$ cat config.mk
export PLATFORM = sky130hd
export DESIGN_NAME = wide_addsub_seq
export DESIGN_NICKNAME = d
export VERILOG_FILES = /design/src/rtl/wide_addsub_pkg.sv /design/src/rtl/add_slice.sv /design/src/rtl/wide_addsub_seq.sv
export SDC_FILE = /design/constraint.sdc
export NUM_CORES = 1
export LEC_CHECK = 0
export CORE_ASPECT_RATIO = 2
export CORE_UTILIZATION = 43
export CTS_CLUSTER_SIZE = 28
export DETAILED_ROUTE_END_ITERATION = 10
export PLACE_DENSITY_LB_ADDON = 0.12
export SYNTH_ARGS = -nofsm -noshare
export SYNTH_HDL_FRONTEND = slang
export SYNTH_HIERARCHICAL = 1
export SYNTH_SLANG_ARGS = --single-unit
export TNS_END_PERCENT = 100
$ cat constraint.sdc
create_clock -name clk -period 13.7 [get_ports clk]
set_clock_uncertainty 0.15 [all_clocks]
set_input_delay 2.055 -clock clk [delete_from_list [all_inputs] [get_ports clk]]
set_output_delay 2.055 -clock clk [all_outputs]
set_load 0.01 [all_outputs]
$ cat src/rtl/wide_addsub_pkg.sv
// Shared types and default sizing for the multi-cycle wide add/subtract sequencer.
// The index width is forced to at least one bit so a single-slice build still elaborates.
package wide_addsub_pkg;

  typedef enum logic [1:0] {
    IDLE = 2'd0,
    RUN  = 2'd1,
    DONE = 2'd2
  } state_e;

  localparam int W_DEF     = 128;
  localparam int SLICE_DEF = 32;
  localparam int NSLICE    = W_DEF / SLICE_DEF;

  function automatic int idx_width(input int nslice);
    return (nslice > 1) ? $clog2(nslice) : 1;
  endfunction

  localparam int IDX_W = idx_width(NSLICE);

endpackage

$ cat src/rtl/add_slice.sv
// Combinational SLICE-bit ripple adder. It also reports the carry into the top bit,
// which the sequencer needs for the signed-overflow flag.
module add_slice #(
  parameter int SLICE = 32
) (
  input  logic [SLICE-1:0] a,
  input  logic [SLICE-1:0] b,
  input  logic             cin,
  output logic [SLICE-1:0] sum,
  output logic             cout,
  output logic             c_msb_in
);

  logic [SLICE-1:0] low;
  logic [1:0]       top;

  // The low bits are summed one bit wide so their carry-out is the carry into the MSB.
  always_comb begin
    low      = {1'b0, a[SLICE-2:0]} + {1'b0, b[SLICE-2:0]} + {{(SLICE-1){1'b0}}, cin};
    top      = {1'b0, a[SLICE-1]} + {1'b0, b[SLICE-1]} + {1'b0, low[SLICE-1]};
    sum      = {top[0], low[SLICE-2:0]};
    cout     = top[1];
    c_msb_in = low[SLICE-1];
  end

endmodule

$ cat src/rtl/wide_addsub_seq.sv
// W-bit add/subtract computed over W/SLICE cycles with one shared adder slice.
// Handshake: start_i is accepted on a rising edge while ready_o=1; done_o then pulses once and r_o/flags stay valid until the next accept.
module wide_addsub_seq
  import wide_addsub_pkg::*;
#(
  parameter int W     = W_DEF,
  parameter int SLICE = SLICE_DEF
) (
  input  logic         clk,
  input  logic         rst_n,
  input  logic         start_i,
  input  logic         sub_i,
  input  logic         flush_i,
  input  logic [W-1:0] a_i,
  input  logic [W-1:0] b_i,
  output logic         ready_o,
  output logic         busy_o,
  output logic         done_o,
  output logic [W-1:0] r_o,
  output logic         n_flag_o,
  output logic         z_flag_o,
  output logic         c_flag_o,
  output logic         v_flag_o,
  output state_e       state_o
);

  localparam int NUM_SLICE = W / SLICE;
  localparam int IDX_BITS  = idx_width(NUM_SLICE);
  localparam logic [IDX_BITS-1:0] LAST_IDX = IDX_BITS'(NUM_SLICE - 1);

  state_e                            state_q;
  logic [NUM_SLICE-1:0][SLICE-1:0]   a_q, bx_q, work_q, work_nxt, r_q;
  logic [IDX_BITS-1:0]               idx_q;
  logic                              carry_q, zacc_q, sub_q;
  logic                              n_q, z_q, c_q, v_q;
  logic [SLICE-1:0]                  sum;
  logic                              cout, c_msb_in;

  add_slice #(.SLICE(SLICE)) u_slice (
    .a       (a_q[idx_q]),
    .b       (bx_q[idx_q]),
    .cin     (carry_q),
    .sum     (sum),
    .cout    (cout),
    .c_msb_in(c_msb_in)
  );

  always_comb begin
    work_nxt        = work_q;
    work_nxt[idx_q] = sum;
  end

  // Slices build up in work_q; r_o is only published on the edge into DONE so a flush leaves it intact.
  always_ff @(posedge clk or negedge rst_n) begin
    if (!rst_n) begin
      state_q <= IDLE;
      idx_q   <= '0;
      carry_q <= 1'b0;
      zacc_q  <= 1'b0;
      sub_q   <= 1'b0;
      a_q     <= '0;
      bx_q    <= '0;
      work_q  <= '0;
      r_q     <= '0;
      n_q     <= 1'b0;
      z_q     <= 1'b0;
      c_q     <= 1'b0;
      v_q     <= 1'b0;
    end else begin
      case (state_q)
        IDLE: begin
          if (start_i) begin
            a_q     <= a_i;
            bx_q    <= sub_i ? ~b_i : b_i;
            sub_q   <= sub_i;
            carry_q <= sub_i;
            idx_q   <= '0;
            zacc_q  <= 1'b1;
            state_q <= RUN;
          end
        end
        RUN: begin
          if (flush_i) begin
            idx_q   <= '0;
            state_q <= IDLE;
          end else begin
            work_q  <= work_nxt;
            carry_q <= cout;
            zacc_q  <= zacc_q & (sum == '0);
            if (idx_q == LAST_IDX) begin
              idx_q   <= '0;
              r_q     <= work_nxt;
              n_q     <= sum[SLICE-1];
              z_q     <= zacc_q & (sum == '0);
              c_q     <= cout ^ sub_q;
              v_q     <= cout ^ c_msb_in;
              state_q <= DONE;
            end else begin
              idx_q <= idx_q + 1'b1;
            end
          end
        end
        DONE: state_q <= IDLE;
        default: state_q <= IDLE;
      endcase
    end
  end

  assign ready_o  = (state_q == IDLE);
  assign busy_o   = (state_q == RUN);
  assign done_o   = (state_q == DONE);
  assign r_o      = r_q;
  assign n_flag_o = n_q;
  assign z_flag_o = z_q;
  assign c_flag_o = c_q;
  assign v_flag_o = v_q;
  assign state_o  = state_q;

endmodule

# == After elaboration in Yosys (flattened, before gate mapping) ==
# Cells that the tools add are included.
# word_totals
input_bits,261
wordCells,75
register_bits,523
out_inout_bits,137
# classes
order_cmp,2
eq_ne,6
addsub,5
n_reduce_logical,10
n_bitwise,5
muxes,22
# ops
cell,n
$bmux 32 s2,2
$bwmux 128,1
$mux 128,1
$not 128->128,1
$mux 32,3
$demux 32 s2,1
$add 31x31->32,1
$add 32x1->32,1
$logic_not 32->1,1
$mux 2,6
$pmux 2 s2,2
$reduce_and 2->1,4
$reduce_and 3->1,2
$eq 2x2->1 const B,2
$mux 1,4
$ne 2x2->1 const B,2
$pmux 1 s2,2
$lt 2x3->1 const B,1
$ne 3x2->1 const B,1
$add 1x1->2,1
$add 2x1->2,1
$add 2x1->2 const B,1
$eq 2x1->1 const B,1
$ge 2x1->1 const B,1
6 further kinds,7

# == Logic depth before layout (Yosys ltp) ==
# Gate-level depths: netlist of the first run.
# logic_depth
ltp_word,9
ltp_mapped,17
ltp_nobuf,15

# == Modules after synthesis ==
# The synthesis of the first run kept the hierarchy.
# by_module_without_submodules
mod,seq_area_each_um2,area_per_inst_um2,cells_each,n_inst
wide_addsub_seq,12286.8,21672.0,1996,1
add_slice,0.0,1771.7,233,1

# == Worst setup path after synthesis of the first run ==
# OpenSTA, ideal clock, no wires.
# synth_path
path_kind,register -> register
start,register idx_q[0]
end,register zacc_q
setup_slack_ps,9034
path_buffers,2
path_stages_with_launch,17
t_arrival_ps,4439
path_cell_list,dfrtp_1 > buf_4 > buf_2 > mux4_2 > ha_1 > and3_2 > nor4b_2 > a211oi_4 > nor4_2 > nor4b_2 > a211o_1 > fa_1 > inv_1 > nor4_1 > nand4_1 > or3_1 > a21oi_1
# synth_between
elab_chain_cells,9
# synth_lines
item,line,text
from (decl),wide_addsub_seq.sv:33,logic [IDX_BITS-1:0] idx_q;
from (signal assigned),wide_addsub_seq.sv:99,idx_q <= idx_q + 1'b1;
"$bmux 32 s2, on equally long branches","wide_addsub_seq.sv:40, wide_addsub_seq.sv:41",
"$mux 32, on equally long branches","wide_addsub_seq.sv:40, wide_addsub_seq.sv:41",
$add 31x31->32,add_slice.sv:19,"low = {1'b0, a[SLICE-2:0]} + {1'b0, b[SLICE-2:0]} + {{(SLICE-1){1'b0}}, cin};"
$add 32x1->32,add_slice.sv:19,
$add 2x1->2 *,add_slice.sv:20,"top = {1'b0, a[SLICE-1]} + {1'b0, b[SLICE-1]} + {1'b0, low[SLICE-1]};"
named net sum[31],wide_addsub_seq.sv:36,logic [SLICE-1:0] sum;
$logic_not 32->1 *,wide_addsub_seq.sv:89,zacc_q <= zacc_q & (sum == '0);
$and 1x1->1 *,wide_addsub_seq.sv:89,
$mux 1 *,wide_addsub_seq.sv:83,if (flush_i) begin
$pmux 1 s2 *,wide_addsub_seq.sv:70,case (state_q)
to (signal assigned),wide_addsub_seq.sv:89,
to (decl),wide_addsub_seq.sv:34,"logic carry_q, zacc_q, sub_q;"
# The timed path passes the listed nets; every way through them passes the cells marked *. The select of a mux whose other input is x is not followed.
# A chain may end at the register's enable or synchronous reset.

# == Worst setup path after layout of the first run ==
# layout_path
start,register idx_q[0]
end,"register z_q, in the netlist z_flag_o"
# layout_between
elab_chain_cells,7
# layout_lines
item,line,text
"$bmux 32 s2, on equally long branches","wide_addsub_seq.sv:40, wide_addsub_seq.sv:41",
"$mux 32, on equally long branches","wide_addsub_seq.sv:40, wide_addsub_seq.sv:41",
$add 31x31->32,add_slice.sv:19,
$add 32x1->32,add_slice.sv:19,
$add 2x1->2 *,add_slice.sv:20,
named net sum[31],wide_addsub_seq.sv:36,
$logic_not 32->1 *,wide_addsub_seq.sv:94,z_q <= zacc_q & (sum == '0);
$and 1x1->1 *,wide_addsub_seq.sv:94,
to (signal assigned),wide_addsub_seq.sv:94,
to (decl),wide_addsub_seq.sv:35,"logic n_q, z_q, c_q, v_q;"
# Marks and branches as above.

==> flow_summary.toml, run 1 <==
[critical_path]
crit_path_end_kind = "flop"
cp_max_fo = 38
worstPathRequired_ns = 14.03
critPathMaxStageDelay_ns = 0.82
arrival_ns = 6.02
crit_buf_inv = 2
path_class = "flop to flop"
path_cells = "buf_4, mux4_2, ha_1, a21oi_1, o21a_1, nor2_1, a2111oi_0, nor2b_1, a211o_1, fa_1, inv_1, nor4_1, nand4_1, or3_1, o21ai_1"
start_kind = "flop"
critPathSlowestCell = "dfrtp_4"
critical-path-top-delay-family = "compound AO/OA/AOI/OAI gates"

[place]
place_hpwl_mm = 48.32
place.gp.congestion = 0.8301
portBuffers = 397
place_inst = 3169

[synth]
synth_warnings = 6
synth.top_cell.area_share_pct = 52.41
synth_area_um2 = 23440
synthFlopType = "dfrtp_1"
postSynthAreaPerCell_um2 = 10.52
synth_cells = 2229
yosys-top-cells-area = "dfrtp_1 52%, nand2_1 12%, mux4_2 6.1%, xnor2_1 5.6%, mux2_1 4.3%"
async_flop_share_pct = 100.0
ys_types = 70
ys_seq_area_share_pct = 52.41
synth_edf_count = 0
syn-num-nets = 2527
synth_seq_cells = 491
yosys.area.top_type = "dfrtp_1"

[sta]
period_minus_slack_ns = 5.689
rsz0062_at_grt = "false"
fmax_ghz = 0.1758
final-setup-viol-count = 0
setup_tns_ns = 0
slew_viol_final = 0
hold_violations = 0
worst_pin_slew_ns = 1.168
relSlewSlack_pct = 21.55
fin_crit_sh_pct = 41.52

[detailed_routing]
first_iter_violations = 1109
drt_wl_total_mm = 66.53
dr.pass1.iters = 5
routed-via-count = 17040
wl_per_cell_um = 20.48
drcViolationCount = 0
via_per_inst = 5.245
antenna_left = 0

[layout]
diodes = 0
final_util_pct = 54.54
finalNonFillerCells = 3249
nets = 2842
syn_to_final_growth_pct = 25.05
layout-drive-gt1-share_pct = 7.603

[cts]
cts_root_buf = "clkbuf_16"
ctsResizeCount = 0
clock_latency_ns = 0.57
cts.sinks = 491
clockBufferDepth = 3
cts-buffers-inserted = 44
cts_setup_buffers = 0
hold_buffers = 0
htree_levels = 2
clk_pin_slew_ns = 0.07
cts_tree = "yes"

[global_routing]
grt_max_degree = 183
overflow = 0
grt_pass1_vias = 18060
antenna_found_initial = 0
track_usage_pct = 24.32
grt_pass1_wl_mm = 103.7

[power_and_ir_drop]
p_leak_uw = 0.01306
power_per_cell_area_nw_per_um2 = 248.7
peakVddDrop_v = 0.0001683

[floorplan]
die_h_um = 332.2
io_pins = 398
core_area_um2 = 53750
rows = 120
start_util_pct = 43.61
die-area_um2 = 55510
die_w_um = 167.1

[run_status]
status = "finished clean"

[job]
cap_viol_max_count = 0

[worst_hold_path]
min_path_type = "flop to flop"
-- area by class of cell --
cell class / instances / area (µm²)
fillers: 4822 / 24430
flip-flops and latches: 491 / 12290
multi-input cells: 1578 / 10410
repair buffers: 415 / 4128
clock buffers: 61 / 1306
well taps: 671 / 839.6
clock inverters: 19 / 289.0
inverters: 14 / 52.55
-- metal layers --
layer	GRT usage (%)	routed length [µm]
met5	0	0
met4	8.688	2241
met3	2.705	2576
met2	44.23	34670
met1	29.45	27040
-- worst reg2reg max path: stages (launching register included) --
cell       delay, ns
dfrtp_4         0.82
buf_4           0.73
mux4_2          0.64
ha_1            0.39
a21oi_1         0.38
o21a_1          0.19
nor2_1          0.05
a2111oi_0       0.68
nor2b_1         0.27
a211o_1         0.14
fa_1            0.16
inv_1           0.11
nor4_1          0.24
nand4_1         0.12
or3_1           0.40
o21ai_1         0.14
-- report_power, final --
| part | switching (µW) | internal, µW |
|---|---|---|
| Combinational | 2170 | 1440 |
| Sequential | 338 | 1970 |
| Clock | 564 | 801 |
| Total | 3080 | 4210 |
-- flip-flops by register name (all words and copies together), names as in the netlist --
| name | count |
|---|---|
| a_q | 128 |
| bx_q | 128 |
| c_flag_o | 1 |
| carry_q | 1 |
| idx_q | 2 |
| n_flag_o | 1 |
| r_o | 128 |
| state_o | 2 |
| sub_q | 1 |
| v_flag_o | 1 |
| work_q | 96 |
| z_flag_o | 1 |
| zacc_q | 1 |
-- path summary, 6_finish.rpt --
| kind | from | slack [ns] | to | cells after the start |
|---|---|---|---|---|
| max in group asynchronous | rst_n | 8.94 | bx_q[56] | 4 |
| max | idx_q[0] | 8.01 | z_flag_o | 15 |
| min in group asynchronous | rst_n | 1.41 | r_o[7] | 1 |
| min | a_q[67] | 0.32 | a_q[67] | 2 |
| max reg2reg | idx_q[0] | 8.01 | z_flag_o | 15 |
| min reg2reg | a_q[67] | 0.32 | a_q[67] | 2 |
-- logic make-up after synthesis --
| logic type | synth area share (%) |
|---|---|
| AND/OR/NAND/NOR | 13.63 |
| flip-flops | 52.41 |
| AO/OA/AOI/OAI | 7.781 |
| multiplexers | 14.86 |
| buffers and inverters | 3.346 |
| XOR/XNOR | 5.903 |
| adder cells (fa/ha/maj) | 2.071 |
-- per-stage QoR --
stage / power, µW / instance area (µm²) / hold slack [ns] / setup slack [ns]
6_report: 7291 / 29320 / 0.3202 / 8.011
5_1_grt: 7739 / 29320 / 0.3294 / 7.608
4_1_cts: 7346 / 29320 / 0.3245 / 7.926
3_5_place_dp: 5969 / 27720 / 0.3081 / 7.966
3_3_place_gp: 5868 / 27720 / 0.3029 / 8.040
2_1_floorplan: 4559 / 23440 / 0.2903 / 9.034
-- layout by cell type (no fill, tap or decap), types with 4 or more instances in the layout --
master,count
a21oi_1,24
clkbuf_16,45
o21ai_1,101
clkdlybuf4s50_1,395
o21a_1,4
clkbuf_8,12
nor2_1,12
dfrtp_1,489
mux2_1,90
bufinv_16,7
clkinv_2,6
nor2b_1,6
nor3_1,9
inv_1,13
o31ai_1,4
nand2_1,732
mux2i_1,96
a31oi_1,10
buf_4,17
xnor2_1,150
mux4_2,64
o21ai_0,141
nor4_1,6
nand4_1,4
clkbuf_1,4
nand3_1,8
a21o_1,13
mux2_2,6
xor2_1,8
ha_1,31
a211oi_1,4
-- synth_stat cells, drive strengths merged, types with 14 or more instances --
master / count
a21o: 14
a21oi: 25
nand2: 734
dfrtp: 491
mux2i: 96
ha: 34
o21ai: 243
inv: 14
buf: 104
clkbuf: 41
xnor2: 150
mux4: 64
mux2: 96
Power figures use the tool's default switching activity.
==> inputs of run 2 (changes only) <==
- clock period: 13.7 -> 5.05 ns (I/O delays scaled with it)
==> run 2 against run 1 <==
Setup slack lost 7.9 ns. Sequential power grew to 2.7 times the previous value. Sequential share of layout area shrank 0.26 points. Final cell count grew 0.86%. Register-to-register slack lost 7.9 ns. First-iteration DRC count grew 12%. Die area is the same. Core utilization grew 0.34 points. Critical endpoint is now zacc_q. Largest power group unchanged.
==> flow_summary.toml, run 2 (synthesized netlist as in run 1, its figures left out) <==
[run_status]
status = "finished clean"

[floorplan]
start_util_pct = 43.61
rows = 120
core_area_um2 = 53750
die-area_um2 = 55510
die_w_um = 167.1
die_h_um = 332.2
io_pins = 398

[detailed_routing]
via_per_inst = 5.223
antenna_left = 0
routed-via-count = 17120
first_iter_violations = 1247
dr.pass1.iters = 7
drt_wl_total_mm = 65.27
drcViolationCount = 0
wl_per_cell_um = 19.92

[critical_path]
rr_endpoint = "zacc_q"
start_kind = "flop"
reg2reg_slack_ns = 0.15
path_class = "flop to flop"
arrival_ns = 5.25
worstPathRequired_ns = 5.40
r2r-start = "idx_q[0]"
r2r_cells = 15
crit_path_end_kind = "flop"
cp_max_fo = 10

[layout]
n_fill_cell = 4786
layout-drive-gt1-share_pct = 8.519
syn_to_final_growth_pct = 25.84
diodes = 0
final_common_cell = "nand2_1"
final_area_um2 = 29500
nets = 2870
seqCellArea_um2 = 12290
multi_input_area_um2 = 10420
final_cell_mix = "732 x nand2_1, 489 x dfrtp_1, 395 x clkdlybuf4s50_1"

[sta]
slew_viol_final = 0
setup_tns_ns = 0
fmax_ghz = 0.2041
hold_violations = 0
worst_pin_slew_ns = 1.185
fin_hold_ws_ns = 0.08145
relSlewSlack_pct = 20.46
rsz0062_at_grt = "false"
fin_crit_sh_pct = 97.04
period_minus_slack_ns = 4.900
final-setup-viol-count = 0

[power_and_ir_drop]
power_per_cell_area_nw_per_um2 = 684.9
seqPwrFrac_pct = 30.7
p_leak_uw = 0.01319
p_comb_share_pct = 52.3
p_switching_uw = 8471
clockPowerShare_pct = 17.0
p_int_uw = 11730
peakVddDrop_v = 0.0003667
switching_share_pct = 41.93

[cts]
cts.sinks = 491
hold_buffers = 0
cts_tree = "yes"
clk_pin_slew_ns = 0.08
cts_root_buf = "clkbuf_16"
cts-buffers-inserted = 43
clock_latency_ns = 0.58
clockBufferDepth = 3
cts_setup_buffers = 0
ctsResizeCount = 0
htree_levels = 2

[global_routing]
grt_pass1_vias = 18060
grt_pass1_wl_mm = 102.3
antenna_found_initial = 0
grt_max_degree = 217
track_usage_pct = 23.82
overflow = 0

[place]
place_hpwl_mm = 47.77
portBuffers = 397
place_area_um2 = 28040
place.gp.congestion = 0.8728

[worst_hold_path]
min_path_type = "primary input to asynchronous set/reset pin"

[job]
cap_viol_max_count = 0
-- run 2: worst max-delay path by stage --
stage | slack, ns | cells after the start | startpoint | end
2_1_floorplan | 0.38 | 16 | idx_q[0] | zacc_q
3_3_place_gp | 0.25 | 15 | idx_q[0] | zacc_q
3_5_place_dp | 0.15 | 15 | idx_q[0] | zacc_q
4_1_cts | 0.13 | 15 | idx_q[0] | zacc_q
5_1_grt | 0.009 | 15 | idx_q[0] | zacc_q
6_report | 0.15 | 15 | idx_q[0] | zacc_q
-- run 2: final cells by class --
| type | count | share of cell area [%] |
|---|---|---|
| sequential | 491 | 41.67 |
| multi-input combinational | 1578 | 35.31 |
| timing repair buffer | 444 | 15.08 |
| tap | 671 | 2.846 |
| clock buffer | 58 | 4.144 |
| inverter | 14 | 0.1781 |
| clock inverter | 21 | 0.7677 |
-- run 2: layer usage --
layer  part of all wire, %  GRT usage (%)  vias to the layer above
li1                      -              -                     8165
met1                    41          29.40                     8334
met2                    51          42.33                      507
met3                   4.0          2.705                      109
met4                   3.5          9.161                        0
met5                     0              0                        -
-- run 2: critical path: stages, from the launching register on --
cell,delay [ns]
dfrtp_4,0.56
mux4_2,0.38
fa_1,0.26
inv_1,0.07
fa_1,0.40
nor2b_1,0.12
o21ai_0,0.11
o21ai_1,0.56
a311oi_2,0.26
o41ai_2,0.54
a21oi_1,0.18
xnor2_1,0.18
nor4_1,0.36
nand4_1,0.13
or3_1,0.40
a21oi_1,0.15
-- run 2: metrics by stage --
stage,setup WS (ns),total power (µW),util [%],cells
global route,0.008717,21500,54.88,3277
global placement,0.2470,16710,52.16,3198
CTS,0.1294,20400,54.86,3277
floorplan,0.3840,12370,-,2229
detailed placement,0.1536,16930,52.16,3198
finish,0.1496,20200,54.88,3277
-- run 2: power by group through the flow --
stage | registers, µW | clock network, µW | logic (µW)
after detailed placement | 6280 | 0 | 10600
after floorplan | 6100 | 0 | 6270
after global routing | 6380 | 3650 | 11500
after global placement | 6210 | 0 | 10500
final | 6210 | 3440 | 10600
after CTS | 6210 | 3530 | 10700
